$ cat config.mk
export PLATFORM = sky130hd
export DESIGN_NAME = look_ahead_carry_generator_16_bit
export DESIGN_NICKNAME = d
export VERILOG_FILES = /design/src/rtl/look_ahead_carry_generator_16_bit_pkg.sv /design/src/rtl/look_ahead_carry_generator_16_bit_lcu.sv /design/src/rtl/look_ahead_carry_generator_16_bit.sv
export SDC_FILE = /design/constraint.sdc
export NUM_CORES = 1
export LEC_CHECK = 0
export ABC_AREA = 1
export CAP_MARGIN = 20
export CORE_MARGIN = 2
export CORE_UTILIZATION = 42
export DETAILED_ROUTE_END_ITERATION = 7
export HOLD_SLACK_MARGIN = 0.12
export PLACE_DENSITY = 0.8
export SYNTH_ARGS = -nofsm -noshare
export SYNTH_HDL_FRONTEND = slang
export SYNTH_SLANG_ARGS = --single-unit
$ cat constraint.sdc
create_clock -name Clock_In -period 0.8 [get_ports Clock_In]
set_clock_uncertainty 0.15 [all_clocks]
set_input_delay 0.16 -clock Clock_In [delete_from_list [all_inputs] [get_ports Clock_In]]
set_output_delay 0.16 -clock Clock_In [all_outputs]
set_load 0.02 [all_outputs]
$ cat src/rtl/look_ahead_carry_generator_16_bit_pkg.sv
`default_nettype none
// ============================================================================
// look_ahead_carry_generator_16_bit_pkg
// Shared widths and result type for the 16-bit registered lookahead adder.
// Revision: 1.0
// ============================================================================
package look_ahead_carry_generator_16_bit_pkg;

  localparam int ADDER_WIDTH = 16;
  localparam int GROUP_WIDTH = 4;
  localparam int NUM_GROUPS  = 4;

  typedef struct packed {
    logic                   carry;
    logic [ADDER_WIDTH-1:0] sum;
  } add_result_t;

endpackage : look_ahead_carry_generator_16_bit_pkg
`default_nettype wire

$ cat src/rtl/look_ahead_carry_generator_16_bit_lcu.sv
`default_nettype none
// ============================================================================
// lookahead_carry_unit_4_bit
// Flattened 4-bit carry-lookahead unit; reused for bit groups and for groups.
// Revision: 1.0
// ============================================================================
module lookahead_carry_unit_4_bit
  import look_ahead_carry_generator_16_bit_pkg::*;
(
  input  logic [GROUP_WIDTH-1:0] P,
  input  logic [GROUP_WIDTH-1:0] G,
  input  logic                   Cin,
  output logic [GROUP_WIDTH-1:1] C,
  output logic                   Cout,
  output logic                   PG,
  output logic                   GG
);

  // Every carry is a two-level sum of products of P/G/Cin, never a ripple.
  assign C[1] = G[0]
              | (P[0] & Cin);
  assign C[2] = G[1]
              | (P[1] & G[0])
              | (P[1] & P[0] & Cin);
  assign C[3] = G[2]
              | (P[2] & G[1])
              | (P[2] & P[1] & G[0])
              | (P[2] & P[1] & P[0] & Cin);

  assign PG = &P;
  assign GG = G[3]
            | (P[3] & G[2])
            | (P[3] & P[2] & G[1])
            | (P[3] & P[2] & P[1] & G[0]);

  assign Cout = GG | (PG & Cin);

endmodule : lookahead_carry_unit_4_bit
`default_nettype wire

$ cat src/rtl/look_ahead_carry_generator_16_bit.sv
`default_nettype none
// ============================================================================
// look_ahead_carry_generator_16_bit
// Registered 16-bit two-level carry-lookahead adder, one cycle of latency.
// Revision: 1.0
// ============================================================================
module look_ahead_carry_generator_16_bit
  import look_ahead_carry_generator_16_bit_pkg::*;
(
  input  logic                   Clock_In,
  input  logic                   Reset_In,
  input  logic [ADDER_WIDTH-1:0] Data_A_In,
  input  logic [ADDER_WIDTH-1:0] Data_B_In,
  input  logic                   Carry_In,
  output logic [ADDER_WIDTH-1:0] Sum_Out,
  output logic                   Carry_Out
);

  logic [ADDER_WIDTH-1:0] w_p;
  logic [ADDER_WIDTH-1:0] w_g;
  logic [ADDER_WIDTH-1:0] w_carry;   // carry into each bit position
  logic [NUM_GROUPS-1:0]  w_grp_pg;
  logic [NUM_GROUPS-1:0]  w_grp_gg;
  logic [NUM_GROUPS-1:0]  w_grp_cin;
  logic [NUM_GROUPS-1:0]  w_grp_cout_unused;
  logic [GROUP_WIDTH-1:1] w_l2_carry;
  logic                   w_carry_16;
  logic                   w_l2_pg_unused;
  logic                   w_l2_gg_unused;
  add_result_t            w_result_d;
  add_result_t            r_result_q;

  assign w_p = Data_A_In ^ Data_B_In;
  assign w_g = Data_A_In & Data_B_In;

  // Group carry-ins come from the level-2 unit, so groups never chain.
  assign w_grp_cin = {w_l2_carry, Carry_In};

  for (genvar g = 0; g < NUM_GROUPS; g++) begin : g_group
    assign w_carry[g*GROUP_WIDTH] = w_grp_cin[g];

    lookahead_carry_unit_4_bit u_lcu (
      .P    (w_p[g*GROUP_WIDTH +: GROUP_WIDTH]),
      .G    (w_g[g*GROUP_WIDTH +: GROUP_WIDTH]),
      .Cin  (w_grp_cin[g]),
      .C    (w_carry[g*GROUP_WIDTH+1 +: GROUP_WIDTH-1]),
      .Cout (w_grp_cout_unused[g]),
      .PG   (w_grp_pg[g]),
      .GG   (w_grp_gg[g])
    );
  end : g_group

  lookahead_carry_unit_4_bit u_lcu_level2 (
    .P    (w_grp_pg),
    .G    (w_grp_gg),
    .Cin  (Carry_In),
    .C    (w_l2_carry),
    .Cout (w_carry_16),
    .PG   (w_l2_pg_unused),
    .GG   (w_l2_gg_unused)
  );

  always_comb begin
    w_result_d       = '0;
    w_result_d.sum   = w_p ^ w_carry;
    w_result_d.carry = w_carry_16;
  end

  always_ff @(posedge Clock_In or posedge Reset_In) begin
    if (Reset_In) begin
      r_result_q <= '0;
    end else begin
      r_result_q <= w_result_d;
    end
  end

  assign Sum_Out   = r_result_q.sum;
  assign Carry_Out = r_result_q.carry;

endmodule : look_ahead_carry_generator_16_bit
`default_nettype wire

==> impl_metrics.ini <==
[logic_synthesis]
yosys_warnings = 0
syn-num-nets = 192
synth_top_cells_by_area = dfrtp_1, ha_1, nand2_1
synth_edf_count = 0
synthFlopType = dfrtp_1
yosysUniqueCellTypes = 20
ys_seq_area_share_pct = 35.6
async_flop_share_pct = 100
postSynthAreaPerCell_um2 = 8.72
synth_seq_cells = 17
netlist_area_um2 = 1190
synth_top_area_share_pct = 35.6
yosysTopAreaCell = dfrtp_1
synth_cells = 137

[detailed_routing]
first_pass_iters = 4
via_per_inst = 4.98
drc = 0
num_vias = 1275
final_antenna_net_count = 0
drtIter0Drc = 53
routed_wl_um = 3830
avgRoutedWirePerCell_um = 14.9

[pwr]
ir_worst_vdd_mv = 1.46
leakagePower_nw = 1.17
seqPwrFrac_pct = 31.9
finalPower_mw = 3.48
pwr-share-clk_pct = 14.3
internal_power_mw = 2.19
power_density_nw_per_um2 = 1500
pwr-share-comb_pct = 53.8
sw_frac_of_total_pct = 37.0
switchingPower_mw = 1.29

[global_route]
grt_usage_pct = 23.1
met2_usage_pct = 42.5
gr-total-overflow = 0
grt.met1_usage_pct = 26.5
antenna_found_initial = 0
grt_pass1_vias = 1376
grt_use_met3_pct = 4.76
busiest_layer = met2
grt_max_degree = 18
grt_pass1_wl_um = 5840

[cts]
cts.sinks = 17
htreeDepth = 1
cts_buffers = 3
cts_tree = yes
cts_buffer_depth = 2
clock-root-buffer = clkbuf_4
clk_pin_slew_ps = 110

[critical_path]
crit_family = adder cells
cpMostUsedCell = nand2_2
start_kind = primary input
critPathBufInv = 1
crit_cells = 10
critPathArrivalTime_ps = 1590
max_stage_delay_ps = 330
crit_type = primary input to flop
slowest_stage = fa_2
cp_max_fo = 4
crit_chain = buf_2, ha_4, nand2_2, nand2_2, nand2_2, nand2_2, a21oi_4, nand2_4, fa_2, xor2_1
worstPathRequired_ps = 850
crit_path_end_kind = flop

[layout]
final_cell_area_um2 = 2310
fillers = 137
nets = 281
syn_to_final_growth_pct = 93.5
diodes = 0
drive_gt1_share_pct = 62.2

[placed_design]
dp_hpwl_um = 2590
portBuffers = 51
place_ws_ps = -1420
place_area_um2 = 2040
gp_congestion = 0.815

[timing]
fin_hold_ws_ps = -12.6
setup_ws_ps = -746
fin_crit_ps = 1550
worst_pin_slew_ps = 266
max_freq_mhz = 647
setup_viol = 33
fin_crit_sh_pct = 193
hold_viol_final = 8
report.final.slew_viol_count = 0
rsz0062_at_grt = true
max_slew_margin_pct = 82.3

[worst_hold_path]
hold_class = primary input to asynchronous set/reset pin

[floorplan]
die_w_um = 57.3
io_pins = 52
die_area_um2 = 3290
die_h_um = 57.3
core_area_um2 = 2730
initial_core_util_pct = 43.7
fp-row-count = 19

[flow_run]
maxCapViolCount = 0

[outcome]
status = finished, violations left
violations = negative hold slack, negative setup slack
power groups by stage:
| stage | Combinational [mW] | Sequential [mW] | Clock [mW] |
|---|---|---|---|
| 3_3_place_gp | 1.47 | 1.09 | 0 |
| 4_1_cts | 1.71 | 1.11 | 0.461 |
| 3_5_place_dp | 1.53 | 1.10 | 0 |
| 2_1_floorplan | 0.508 | 1.30 | 0 |
| 6_report | 1.87 | 1.11 | 0.497 |
| 5_1_grt | 2.00 | 1.12 | 0.545 |
placed cells by master (no fill, tap or decap):
cell type	instances
a21oi_2	5
a21oi_4	1
a221oi_2	1
a221oi_4	1
and2_4	2
and3_1	1
buf_12	1
buf_2	17
buf_4	28
buf_6	24
buf_8	1
clkbuf_1	1
clkbuf_2	2
clkbuf_4	3
clkdlybuf4s15_2	2
clkdlybuf4s50_1	8
dfrtp_1	17
dlygate4sd2_1	1
fa_1	1
fa_2	3
ha_1	3
ha_4	13
inv_1	17
inv_2	5
inv_8	1
nand2_1	18
nand2_2	19
nand2_4	7
nand3_1	5
nand3_4	1
nand3b_1	1
nor2_1	3
nor2_2	1
nor2_4	2
o21bai_1	1
or2_1	1
xnor2_1	2
xor2_1	5
area by class of cell:
class                           instances  area, µm²  area share, %
Tap cell                               31       38.8           1.68
Clock buffer                            4       26.3           1.14
Timing Repair Buffer                   84        722           31.2
Inverter                               23       93.8           4.06
Multi-Input combinational cell         97       1010           43.5
Sequential cell                        17        425           18.4
flip-flops by register name (all words and copies together) (netlist names):
name,cells
Carry_Out,1
Sum_Out,16
stage by stage:
step / setup TNS [ps] / utilization (%) / instances
detailed placement: -27740 / 74.6 / 242
finish: -14920 / 84.6 / 256
floorplan: -9990 / - / 137
global route: -15820 / 84.6 / 256
CTS: -14600 / 81.0 / 252
global placement: -26910 / 74.6 / 242
worst max path at each step:
stage / startpoint / endpoint / slack [ps]
floorplan: Data_A_In[1] / Sum_Out[9] / -890
global placement: Data_A_In[1] / Sum_Out[9] / -1380
detailed placement: Data_A_In[1] / Sum_Out[9] / -1420
CTS: Data_B_In[1] / Sum_Out[13] / -750
global route: Data_A_In[5] / Sum_Out[13] / -750
finish: Data_A_In[5] / Sum_Out[13] / -750
cell usage after synthesis, types with 2 or more instances:
cell type and n:
inv_1 23, fa_1 4, nand3_1 6, xnor2_1 2
a21oi_1 6, xor2_1 5, dfrtp_1 17, nor2_1 4
nand2_2 9, a221oi_1 2, nand2_1 34, ha_1 16
nor2_2 2
per-layer routing:
| layer | vias up | share of wire [%] |
|---|---|---|
| li1 | 603 | - |
| met1 | 614 | 37 |
| met2 | 46 | 55 |
| met3 | 12 | 4.9 |
| met4 | 0 | 3.0 |
| met5 | - | 0 |
cell families (layout without fill, tap and decap cells):
logic type,after synthesis,count (layout),share of synthesized area (%)
flops,17,17,35.6
fa+ha+maj,20,20,23.5
simple gates,61,61,24.0
buf+inv,23,111,7.22
xor+xnor,7,7,5.13
compound gates,9,9,4.61
timing repair:
action,in CTS,in global routing
endpoints found under the setup margin,34,33
resized for setup,222,36
pin swaps,47,33
setup buffers,7,6
hold endpoints to repair,18,18
(Power assumes the default switching activity.)
